`config.mk`:
```
export PLATFORM = sky130hd
export DESIGN_NAME = cpu_csr_unit
export DESIGN_NICKNAME = d
export VERILOG_FILES = /design/src/rtl/cpu_csr_pkg.sv /design/src/rtl/cpu_csr_counter.sv /design/src/rtl/cpu_csr_unit.sv
export SDC_FILE = /design/constraint.sdc
export NUM_CORES = 2
export LEC_CHECK = 0
export ABC_AREA = 1
export BUFFER_PORTS_ARGS = -buffer_cell sky130_fd_sc_hd__buf_2
export CAP_MARGIN = 15
export CORE_ASPECT_RATIO = 2
export CORE_MARGIN = 4
export CORE_UTILIZATION = 50
export CTS_BUF_LIST = sky130_fd_sc_hd__clkbuf_16
export DETAILED_ROUTE_END_ITERATION = 16
export GPL_ROUTABILITY_DRIVEN = 1
export PLACE_DENSITY_LB_ADDON = 0.2
export SLEW_MARGIN = 15
export SYNTH_ARGS = -nofsm -noshare
export SYNTH_HDL_FRONTEND = slang
export SYNTH_SLANG_ARGS = --single-unit
export TNS_END_PERCENT = 20
```
`constraint.sdc`:
```
create_clock -name clk -period 6.1 [get_ports clk]
set_input_delay 0.915 -clock clk [delete_from_list [all_inputs] [get_ports clk]]
set_output_delay 0.915 -clock clk [all_outputs]
set_load 0.005 [all_outputs]
```
`src/rtl/cpu_csr_pkg.sv`:
```
// Shared constants for the machine-mode CSR unit: CSR addresses, mstatus
// bit positions, interrupt bit indices / cause codes and the write-op encoding.
package cpu_csr_pkg;

    localparam int unsigned CNT_W = 64;

    // CSR addresses
    localparam logic [11:0] CSR_MSTATUS       = 12'h300;
    localparam logic [11:0] CSR_MISA          = 12'h301;
    localparam logic [11:0] CSR_MIE           = 12'h304;
    localparam logic [11:0] CSR_MTVEC         = 12'h305;
    localparam logic [11:0] CSR_MCOUNTINHIBIT = 12'h320;
    localparam logic [11:0] CSR_MSCRATCH      = 12'h340;
    localparam logic [11:0] CSR_MEPC          = 12'h341;
    localparam logic [11:0] CSR_MCAUSE        = 12'h342;
    localparam logic [11:0] CSR_MTVAL         = 12'h343;
    localparam logic [11:0] CSR_MIP           = 12'h344;
    localparam logic [11:0] CSR_MCYCLE        = 12'hB00;
    localparam logic [11:0] CSR_MINSTRET      = 12'hB02;
    localparam logic [11:0] CSR_MHPMCOUNTER3  = 12'hB03;
    localparam logic [11:0] CSR_MCYCLEH       = 12'hB80;
    localparam logic [11:0] CSR_MVENDORID     = 12'hF11;
    localparam logic [11:0] CSR_MARCHID       = 12'hF12;
    localparam logic [11:0] CSR_MIMPID        = 12'hF13;
    localparam logic [11:0] CSR_MHARTID       = 12'hF14;

    // mstatus bit positions
    localparam int unsigned MSTATUS_MIE  = 3;
    localparam int unsigned MSTATUS_MPIE = 7;
    localparam int unsigned MSTATUS_MPP  = 11;   // MPP occupies [12:11]

    // Interrupt bit indices in mip/mie, equal to the mcause interrupt codes
    localparam int unsigned IRQ_MSI       = 3;
    localparam int unsigned IRQ_MTI       = 7;
    localparam int unsigned IRQ_MEI       = 11;
    localparam int unsigned IRQ_LIRQ_BASE = 16;

    localparam logic [1:0] PRIV_M = 2'b11;

    typedef enum logic [1:0] {
        WOP_NONE  = 2'b00,
        WOP_WRITE = 2'b01,
        WOP_SET   = 2'b10,
        WOP_CLEAR = 2'b11
    } wop_e;

endpackage

```
`src/rtl/cpu_csr_counter.sv`:
```
// 64-bit event counter with inhibit, increment strobe and half-word writes.
// Ports: clk/rst, inhibit, inc, wr_lo (writes [XLEN-1:0]), wr_hi (writes
// [63:32], only meaningful when XLEN=32), wdata, rd_lo/rd_hi readout.
module cpu_csr_counter
    import cpu_csr_pkg::*;
#(
    parameter int unsigned XLEN = 32
) (
    input  logic            clk,
    input  logic            rst,
    input  logic            inhibit,
    input  logic            inc,
    input  logic            wr_lo,
    input  logic            wr_hi,
    input  logic [XLEN-1:0] wdata,
    output logic [XLEN-1:0] rd_lo,
    output logic [31:0]     rd_hi
);

    logic [CNT_W-1:0] cnt_q, cnt_d;

    // A software write to either half takes precedence over counting.
    always_comb begin
        cnt_d = cnt_q;
        if (wr_lo || wr_hi) begin
            if (wr_lo) cnt_d[XLEN-1:0] = wdata;
            if (wr_hi) cnt_d[63:32]    = wdata[31:0];
        end else if (inc && !inhibit) begin
            cnt_d = cnt_q + 64'd1;
        end
    end

    always_ff @(posedge clk) begin
        if (rst) cnt_q <= '0;
        else     cnt_q <= cnt_d;
    end

    assign rd_lo = cnt_q[XLEN-1:0];
    assign rd_hi = cnt_q[63:32];

endmodule

```
`src/rtl/cpu_csr_unit.sv`:
```
// Machine-mode CSR unit: CSR read/write/set/clear with illegal-access
// detection, trap/interrupt/mret state updates, trap vector generation and
// mcycle/minstret/HPM counters.
// Ports: raddr->rdata/csr_illegal (combinational), waddr/wdata/wop write port,
// W-stage events (retire_w, exception_w, mret_w), interrupt sources and
// int_req/int_ack handshake, trap_vector, mepc and priv outputs.
module cpu_csr_unit
    import cpu_csr_pkg::*;
#(
    parameter int unsigned     XLEN        = 32,
    parameter int unsigned     NUM_LIRQ    = 4,
    parameter int unsigned     NUM_HPM     = 2,
    parameter int unsigned     HART_ID     = 0,
    parameter logic [XLEN-1:0] RESET_MTVEC = '0
) (
    input  logic                clk,
    input  logic                rst,
    input  logic [11:0]         raddr,
    output logic [XLEN-1:0]     rdata,
    output logic                csr_illegal,
    input  logic [11:0]         waddr,
    input  logic [XLEN-1:0]     wdata,
    input  logic [1:0]          wop,
    input  logic                retire_w,
    input  logic                exception_w,
    input  logic [3:0]          exception_cause_w,
    input  logic [XLEN-1:0]     exception_tval_w,
    input  logic [XLEN-1:0]     pc_w,
    input  logic                mret_w,
    input  logic [XLEN-1:0]     int_pc,
    input  logic                msi_pending,
    input  logic                mti_pending,
    input  logic                mei_pending,
    input  logic [NUM_LIRQ-1:0] lirq_pending,
    input  logic [NUM_HPM-1:0]  hpm_event,
    output logic                int_req,
    input  logic                int_ack,
    output logic [XLEN-1:0]     trap_vector,
    output logic [XLEN-1:0]     mepc,
    output logic [1:0]          priv
);

    localparam int unsigned NCNT = 2 + NUM_HPM;

    // Counter i sits at CSR offset 0 (mcycle), 2 (minstret), 3.. (HPM);
    // the same offset is its mcountinhibit bit.
    function automatic logic [11:0] cnt_off(input int unsigned i);
        return (i == 0) ? 12'd0 : 12'(i + 1);
    endfunction

    function automatic logic [XLEN-1:0] mie_mask_f();
        logic [XLEN-1:0] m;
        m = '0;
        m[IRQ_MSI] = 1'b1;
        m[IRQ_MTI] = 1'b1;
        m[IRQ_MEI] = 1'b1;
        for (int i = 0; i < int'(NUM_LIRQ); i++) m[IRQ_LIRQ_BASE + i] = 1'b1;
        return m;
    endfunction

    function automatic logic [31:0] inh_mask_f();
        logic [31:0] m;
        m = '0;
        for (int i = 0; i < int'(NCNT); i++) m[cnt_off(i)] = 1'b1;
        return m;
    endfunction

    localparam logic [XLEN-1:0] MIE_MASK = mie_mask_f();
    localparam logic [31:0]     INH_MASK = inh_mask_f();
    localparam logic [XLEN-1:0] MISA_VAL =
        ((XLEN == 64) ? (XLEN'(2) << (XLEN - 2)) : (XLEN'(1) << (XLEN - 2))) | XLEN'(32'h100);

    logic [1:0]      priv_q, priv_d;
    logic            mst_mie_q, mst_mie_d;
    logic            mst_mpie_q, mst_mpie_d;
    logic [1:0]      mst_mpp_q, mst_mpp_d;
    logic [XLEN-1:0] mie_q, mie_d;
    logic [XLEN-1:0] mip_q, mip_d;
    logic [XLEN-1:0] mcause_q, mcause_d;
    logic [XLEN-1:0] mepc_q, mepc_d;
    logic [XLEN-1:0] mtval_q, mtval_d;
    logic [XLEN-1:0] mscratch_q, mscratch_d;
    logic [XLEN-1:0] mtvec_q, mtvec_d;
    logic [31:0]     mcountinhibit_q, mcountinhibit_d;

    logic [XLEN-1:0] cnt_lo [NCNT];
    logic [31:0]     cnt_hi [NCNT];
    logic [NCNT-1:0] cnt_inc, cnt_wr_lo, cnt_wr_hi;

    logic [XLEN:0]   rd_r, rd_w;
    logic            we;
    logic [XLEN-1:0] wval;
    logic [XLEN-1:0] irq_pend;
    logic [4:0]      irq_code;
    logic [XLEN-1:0] trap_base;

    // Read mux; MSB of the result flags an implemented address.
    function automatic logic [XLEN:0] csr_rd(input logic [11:0] a);
        logic [XLEN:0]   r;
        logic [XLEN-1:0] mst;
        mst = '0;
        mst[MSTATUS_MIE]                 = mst_mie_q;
        mst[MSTATUS_MPIE]                = mst_mpie_q;
        mst[MSTATUS_MPP+1:MSTATUS_MPP]   = mst_mpp_q;
        r = {1'b1, XLEN'(0)};
        case (a)
            CSR_MSTATUS:       r[XLEN-1:0] = mst;
            CSR_MISA:          r[XLEN-1:0] = MISA_VAL;
            CSR_MIE:           r[XLEN-1:0] = mie_q;
            CSR_MTVEC:         r[XLEN-1:0] = mtvec_q;
            CSR_MCOUNTINHIBIT: r[XLEN-1:0] = XLEN'(mcountinhibit_q);
            CSR_MSCRATCH:      r[XLEN-1:0] = mscratch_q;
            CSR_MEPC:          r[XLEN-1:0] = mepc_q;
            CSR_MCAUSE:        r[XLEN-1:0] = mcause_q;
            CSR_MTVAL:         r[XLEN-1:0] = mtval_q;
            CSR_MIP:           r[XLEN-1:0] = mip_q;
            CSR_MVENDORID, CSR_MARCHID, CSR_MIMPID: r[XLEN-1:0] = '0;
            CSR_MHARTID:       r[XLEN-1:0] = XLEN'(HART_ID);
            default: begin
                r[XLEN] = 1'b0;
                for (int i = 0; i < int'(NCNT); i++) begin
                    if (a == CSR_MCYCLE + cnt_off(i)) r = {1'b1, cnt_lo[i]};
                    // High halves exist only on RV32.
                    if (XLEN == 32 && a == CSR_MCYCLEH + cnt_off(i)) r = {1'b1, XLEN'(cnt_hi[i])};
                end
            end
        endcase
        return r;
    endfunction

    // Access legality, read data and write-value formation.
    always_comb begin
        rd_r        = csr_rd(raddr);
        rd_w        = csr_rd(waddr);
        csr_illegal = !rd_r[XLEN] ||
                      ((wop != WOP_NONE) && (!rd_w[XLEN] || waddr[11:10] == 2'b11));
        rdata       = csr_illegal ? '0 : rd_r[XLEN-1:0];
        we          = (wop != WOP_NONE) && !csr_illegal;
        case (wop_e'(wop))
            WOP_SET:   wval = rd_w[XLEN-1:0] | wdata;
            WOP_CLEAR: wval = rd_w[XLEN-1:0] & ~wdata;
            default:   wval = wdata;
        endcase
    end

    // Interrupt selection: lowest priority assigned first so higher ones override.
    always_comb begin
        irq_pend = mip_q & mie_q;
        irq_code = '0;
        for (int i = int'(NUM_LIRQ) - 1; i >= 0; i--)
            if (irq_pend[IRQ_LIRQ_BASE + i]) irq_code = 5'(IRQ_LIRQ_BASE + i);
        if (irq_pend[IRQ_MTI]) irq_code = 5'(IRQ_MTI);
        if (irq_pend[IRQ_MSI]) irq_code = 5'(IRQ_MSI);
        if (irq_pend[IRQ_MEI]) irq_code = 5'(IRQ_MEI);
        int_req     = mst_mie_q && (|irq_pend) && !int_ack;
        trap_base   = {mtvec_q[XLEN-1:2], 2'b00};
        trap_vector = (!exception_w && mtvec_q[1:0] == 2'b01)
                    ? trap_base + XLEN'({irq_code, 2'b00})
                    : trap_base;
    end

    // Next state: software write, then mret, then trap, so later wins.
    always_comb begin
        priv_d          = priv_q;
        mst_mie_d       = mst_mie_q;
        mst_mpie_d      = mst_mpie_q;
        mst_mpp_d       = mst_mpp_q;
        mie_d           = mie_q;
        mcause_d        = mcause_q;
        mepc_d          = mepc_q;
        mtval_d         = mtval_q;
        mscratch_d      = mscratch_q;
        mtvec_d         = mtvec_q;
        mcountinhibit_d = mcountinhibit_q;

        mip_d                = '0;
        mip_d[IRQ_MSI]       = msi_pending;
        mip_d[IRQ_MTI]       = mti_pending;
        mip_d[IRQ_MEI]       = mei_pending;
        for (int i = 0; i < int'(NUM_LIRQ); i++) mip_d[IRQ_LIRQ_BASE + i] = lirq_pending[i];

        if (we) begin
            case (waddr)
                CSR_MSTATUS: begin
                    mst_mie_d  = wval[MSTATUS_MIE];
                    mst_mpie_d = wval[MSTATUS_MPIE];
                    if (wval[MSTATUS_MPP+1:MSTATUS_MPP] == PRIV_M) mst_mpp_d = PRIV_M;
                end
                CSR_MIE:           mie_d = wval & MIE_MASK;
                CSR_MTVEC:         mtvec_d = {wval[XLEN-1:2], (wval[1:0] == 2'b01) ? 2'b01 : 2'b00};
                CSR_MCOUNTINHIBIT: mcountinhibit_d = wval[31:0] & INH_MASK;
                CSR_MSCRATCH:      mscratch_d = wval;
                CSR_MEPC:          mepc_d = {wval[XLEN-1:2], 2'b00};
                CSR_MCAUSE:        mcause_d = wval;
                CSR_MTVAL:         mtval_d = wval;
                default: ;
            endcase
        end

        if (mret_w) begin
            mst_mie_d  = mst_mpie_q;
            mst_mpie_d = 1'b1;
            priv_d     = mst_mpp_q;
            mst_mpp_d  = PRIV_M;
        end

        if (exception_w || int_ack) begin
            mst_mpie_d = mst_mie_q;
            mst_mie_d  = 1'b0;
            mst_mpp_d  = priv_q;
            priv_d     = PRIV_M;
            if (exception_w) begin
                mepc_d   = {pc_w[XLEN-1:2], 2'b00};
                mcause_d = XLEN'(exception_cause_w);
                mtval_d  = exception_tval_w;
            end else begin
                mepc_d             = {int_pc[XLEN-1:2], 2'b00};
                mcause_d           = XLEN'(irq_code);
                mcause_d[XLEN-1]   = 1'b1;
                mtval_d            = '0;
            end
        end
    end

    always_ff @(posedge clk) begin
        if (rst) begin
            priv_q          <= PRIV_M;
            mst_mie_q       <= 1'b0;
            mst_mpie_q      <= 1'b0;
            mst_mpp_q       <= PRIV_M;
            mie_q           <= '0;
            mip_q           <= '0;
            mcause_q        <= '0;
            mepc_q          <= '0;
            mtval_q         <= '0;
            mscratch_q      <= '0;
            mtvec_q         <= RESET_MTVEC;
            mcountinhibit_q <= '0;
        end else begin
            priv_q          <= priv_d;
            mst_mie_q       <= mst_mie_d;
            mst_mpie_q      <= mst_mpie_d;
            mst_mpp_q       <= mst_mpp_d;
            mie_q           <= mie_d;
            mip_q           <= mip_d;
            mcause_q        <= mcause_d;
            mepc_q          <= mepc_d;
            mtval_q         <= mtval_d;
            mscratch_q      <= mscratch_d;
            mtvec_q         <= mtvec_d;
            mcountinhibit_q <= mcountinhibit_d;
        end
    end

    for (genvar g = 0; g < int'(NCNT); g++) begin : g_cnt
        if (g == 0) begin : g_cy
            assign cnt_inc[g] = 1'b1;
        end else if (g == 1) begin : g_ir
            assign cnt_inc[g] = retire_w;
        end else begin : g_hpm
            assign cnt_inc[g] = hpm_event[g-2];
        end
        assign cnt_wr_lo[g] = we && (waddr == CSR_MCYCLE + cnt_off(g));
        assign cnt_wr_hi[g] = we && (XLEN == 32) && (waddr == CSR_MCYCLEH + cnt_off(g));

        cpu_csr_counter #(.XLEN(XLEN)) u_cnt (
            .clk     (clk),
            .rst     (rst),
            .inhibit (mcountinhibit_q[(g == 0) ? 0 : g + 1]),
            .inc     (cnt_inc[g]),
            .wr_lo   (cnt_wr_lo[g]),
            .wr_hi   (cnt_wr_hi[g]),
            .wdata   (wdata),
            .rd_lo   (cnt_lo[g]),
            .rd_hi   (cnt_hi[g])
        );
    end

    assign mepc = mepc_q;
    assign priv = priv_q;

endmodule

```
==> results of run 1 <==
==> layer usage <==
metal | track usage | GRT overflow
met1 | 0.700 | 10
met2 | 0.934 | 365
met3 | 0.538 | 18
met4 | 0.760 | 254
met5 | 0.219 | 11
==> synthesized netlist by cell type, drive strengths merged (7+ instances only) <==
| cell | n | area, um2 |
|---|---|---|
| nand2 | 1696 | 6390 |
| nor2 | 827 | 3150 |
| inv | 634 | 2380 |
| o21ai | 499 | 2500 |
| dfxtp | 437 | 8750 |
| a21oi | 406 | 2050 |
| nand3 | 328 | 1660 |
| clkbuf | 249 | 935 |
| xor2 | 237 | 2080 |
| nor3 | 150 | 751 |
| nand4 | 115 | 751 |
| o22ai | 102 | 638 |
| buf | 93 | 479 |
| o211ai | 78 | 586 |
| a31oi | 54 | 338 |
| nor4 | 37 | 231 |
| a22oi | 34 | 255 |
| a22o | 28 | 245 |
| o221ai | 27 | 236 |
| xnor2 | 17 | 149 |
| o41ai | 16 | 140 |
| o31ai | 15 | 113 |
| a211oi | 14 | 105 |
| nand3b | 11 | 82.6 |
| ha | 9 | 113 |
| or2 | 7 | 43.8 |
==> metrics by stage <==
step                instances  area [um2]  worst slack, ns  hold slack [ns]
floorplan                6152       35400             2.40            0.444
global placement         7096       37500            0.843            0.451
detailed placement       7096       37500            0.768            0.456
CTS                      7180       38900            0.823            0.466
==> cell families after synthesis <==
family	Yosys count
AND/OR/NAND/NOR	3180
other	1
adder cells (fa/ha/maj)	10
XOR/XNOR	254
flip-flops	437
AO/OA/AOI/OAI	1286
buffers and inverters	981
==> results.py, run 1 <==
metrics = {
    "yosys": {
        "synth_xor_area_frac": 0.0629,
        "synthArstFlopShare": 0,
        "seq_area_frac_synth": 0.247,
        "synth.distinct_cells": 51,
        "syn-instance-count": 6149,
        "synth_compound_area_frac": 0.207,
        "synth_top_family_by_area": "simple AND/OR/NAND/NOR gates",
        "synthMuxAreaShare": 0,
        "synth_seq_cells": 437,
        "synth_warnings": 0,
        "synthSimpleGateAreaFrac": 0.371,
        "synth.cell_area_um2": 35300,
        "yosys_most_used_dff": "dfxtp_1",
        "synth_edf_count": 0,
        "synthAdderAreaFrac": 0.00375,
        "avgSynthCellArea_um2": 5.75,
    },
    "clocking": {
        "ctsResizeCount": 0,
        "cts-buffers-inserted": 46,
        "cts.htree.levels": 2,
        "cts_buffer_depth": 3,
        "cts_setup_buffers": 0,
        "cts.sinks": 437,
        "clock-root-buffer": "clkbuf_16",
        "cts_hold_buf": 0,
    },
    "placed_design": {
        "gp_congestion": 1.22,
        "hpwl_um": 177000,
        "port_buffers": 264,
    },
    "die": {
        "initial_core_util": 0.505,
        "io_pins": 273,
        "die_h_um": 384,
        "fp-row-count": 137,
        "fp.dieW_um": 196,
    },
    "run_status": {
        "error": "[ERROR GRT-0116] Global routing finished with congestion. Check the congestion regions in the DRC Viewer.",
        "status": "did not finish",
        "haltStage": "global routing (5_1_grt)",
    },
    "global_routing": {
        "grt_overflow": 658,
        "grt_max_degree": 127,
        "grt_pass1_vias": 52400,
        "grt_usage": 0.728,
        "grt_pass1_wl_um": 423000,
    },
}
==> run 2: changes to the inputs <==
CORE_ASPECT_RATIO = default   (was 2)
CORE_UTILIZATION = 35   (was 50)
CTS_BUF_LIST = default   (was sky130_fd_sc_hd__clkbuf_16)
PLACE_DENSITY_LB_ADDON = 0.15   (was 0.2)
==> run 2 against run 1 <==
  * The run now ends clean
  * Synthesized cell count unchanged
  * Area after synthesis unchanged
==> results.py, run 2 <==
metrics = {
    "run_status": {
        "status": "completed",
    },
    "clocking": {
        "cts_setup_buffers": 0,
        "clock_latency_ns": 0.71,
        "clock-root-buffer": "clkbuf_16",
        "cts_buffer_depth": 3,
        "tritoncts": "yes",
        "cts-buffers-inserted": 58,
        "cts.sinks": 437,
        "cts.htree.levels": 2,
        "clkTransAtPathRegs_ns": 0.06,
        "ctsResizeCount": 0,
        "cts_hold_buf": 0,
    },
    "worst_hold_path": {
        "min_to": "mip_q[18]",
        "min_path_type": "primary input to flip-flop",
        "min_path_cells": 3,
        "worstHoldStart": "lirq_pending[2]",
    },
    "worst_setup_path": {
        "crit_type": "primary input to primary output",
        "rr_worst_depth": 15,
        "worstSetupEndpointType": "primary output",
        "critical_path.max_fanout": 17,
        "startpoint_type": "primary input",
        "crit_arrival_ns": 4.46,
        "ff2ff_setup_slack_ns": 2.27,
        "rr_startpoint": "g_cnt[1].u_cnt.cnt_q[0]",
        "required_ns": 5.18,
        "r2r-end": "g_cnt[1].u_cnt.cnt_q[58]",
    },
    "sta": {
        "slew_headroom": 0.192,
        "fin_crit_ns": 5.38,
        "skew_ns": 0.0453,
        "period_share": 0.881,
        "holdWs_ns": 0.421,
        "finalSetupViolations": 0,
        "worst_pin_slew_ns": 1.20,
        "rsz0062_at_grt": "false",
        "hold_viol_final": 0,
        "drv_slew": 0,
        "fmax_mhz": 186,
        "tns_ns": 0,
    },
    "yosys": {
        "seq_area_frac_synth": 0.247,
        "synth.distinct_cells": 51,
        "synth_area_leader_cell": "dfxtp_1",
        "avgSynthCellArea_um2": 5.75,
        "synth_top_area_frac": 0.247,
        "synth.most_common_cell": "nand2_1",
        "synthTopCellsByArea": "dfxtp_1, nand2_1, nor2_1, o21ai_0, inv_1",
        "synth_common_cells": "nand2_1, nor2_1, inv_1, o21ai_0, dfxtp_1",
        "yosys_most_used_dff": "dfxtp_1",
        "synth.cell_area_um2": 35300,
        "synth_seq_cells": 437,
        "synth_edf_count": 0,
        "synth_warnings": 0,
        "synthArstFlopShare": 0,
        "syn-instance-count": 6149,
    },
    "final_layout": {
        "area_growth_pct": 12.8,
        "regMostFlops": "g_cnt.u_cnt.cnt_q",
        "final_cell_mix": "nand2_1, nor2_1, inv_1",
        "drive_gt1_frac": 0.0840,
        "nNetsFinal": 6425,
        "nFillCells": 11300,
        "register_area_um2": 8750,
        "final_common_cell": "nand2_1",
        "largest_register_ffs": 256,
        "multiInputGateArea_um2": 22900,
        "stdcell_count": 7591,
    },
    "drt": {
        "dr_total_vias": 45200,
        "first_pass_iters": 8,
        "avgViaCountPerCell": 5.95,
        "avgRoutedWirePerCell_um": 28.5,
        "drt_wl_total_um": 216000,
        "drc_errors": 0,
        "drt_iter0_drc": 6873,
        "postRouteAntennaNets": 0,
    },
    "global_routing": {
        "antenna_found_initial": 10,
        "grt_usage": 0.387,
        "grt_overflow": 0,
        "grt_pass1_vias": 41000,
        "grt_max_degree": 149,
        "grt_pass1_wl_um": 302000,
    },
    "power": {
        "p_per_area_nw_per_um2": 193,
        "clkPwrFrac": 0.488,
        "leakagePower_nw": 16.3,
        "pwr-share-comb": 0.110,
        "netSwitchingPower_mw": 2.35,
        "power.internal_mw": 5.33,
        "ir_worst_vdd_mv": 0.228,
        "seqPwrFrac": 0.402,
        "p_sw_frac": 0.306,
        "p_total_mw": 7.68,
    },
    "die": {
        "fp-row-count": 116,
        "dieArea_um2": 106000,
        "initial_core_util": 0.353,
        "core_um2": 100000,
        "die_h_um": 326,
        "io_pins": 273,
        "fp.dieW_um": 326,
    },
    "placed_design": {
        "gp_congestion": 1.08,
        "port_buffers": 264,
        "post-place-cells": 7480,
        "hpwl_um": 164000,
    },
    "run": {
        "drv_cap": 0,
    },
}
run 2: cell counts after synthesis:
Identical to the previous run, type by type.
run 2: power groups by stage:
stage               clock network, mW  logic [mW]  registers, mW
floorplan                           0       0.446           3.07
global placement                    0       0.810           3.14
detailed placement                  0       0.814           3.14
CTS                              3.78       0.818           3.08
global route                     3.87       0.901           3.09
finish                           3.75       0.842           3.09
run 2: layout make-up:
type	instances	share of cell area
well taps	1298	0.0407
inverters	639	0.0603
clock buffers	78	0.0413
clock inverters	28	0.00935
multi-input cells	4734	0.574
diodes	5	0.000314
repair buffers	372	0.0548
flip-flops and latches	437	0.219
run 2: worst max path at each step:
stage / startpoint / endpoint / slack, ns / depth (start not counted)
2_1_floorplan: waddr[10] / rdata[12] / 2.40 / 15
3_3_place_gp: raddr[1] / rdata[23] / 1.03 / 13
3_5_place_dp: waddr[3] / g_cnt[0].u_cnt.cnt_q[34] / 1.0 / 17
4_1_cts: mip_q[11] / trap_vector[31] / 0.93 / 15
5_1_grt: mip_q[11] / trap_vector[30] / 0.62 / 20
6_report: raddr[1] / rdata[23] / 0.72 / 13
run 2: kinds of logic (layout without fill, tap and decap cells):
group                    count (synthesis)  count (layout)  synth area share
flip-flops                             437             437             0.247
AO/OA/AOI/OAI                         1286            1286             0.207
adder cells (fa/ha/maj)                 10              10           0.00375
XOR/XNOR                               254             254            0.0629
buffers and inverters                  981            1117             0.108
AND/OR/NAND/NOR                       3180            3180             0.371
other                                    1               9          0.000106
run 2: critical path, stage by stage:
cell and delay, ns:
buf_2 0.13, nor2_1 0.20, nand2_1 0.18, nor2_1 0.21
nand3_2 0.46, buf_4 0.39, o21ai_0 0.16, a21oi_1 0.06
o22ai_1 0.46, o21ai_0 0.20, a21oi_1 0.60, a31oi_1 0.27
buf_2 0.20
run 2: through the flow:
| step | cell area [um2] | setup WS [ns] | util |
|---|---|---|---|
| after CTS | 39900 | 0.930 | 0.398 |
| after global routing | 39900 | 0.619 | 0.398 |
| after floorplan | 35400 | 2.40 | - |
| final | 39900 | 0.725 | 0.398 |
| after detailed placement | 37800 | 1.00 | 0.378 |
| after global placement | 37800 | 1.03 | 0.378 |
run 2: metal layers:
metal | wire length [um] | track usage | vias up
met3 | 26800 | 0.114 | 565
met1 | 86800 | 0.513 | 21400
li1 | - | - | 20400
met5 | 32 | 0 | -
met4 | 13900 | 0.206 | 6
met2 | 88700 | 0.565 | 2847
Note: power is estimated with default switching activity, not from simulation.
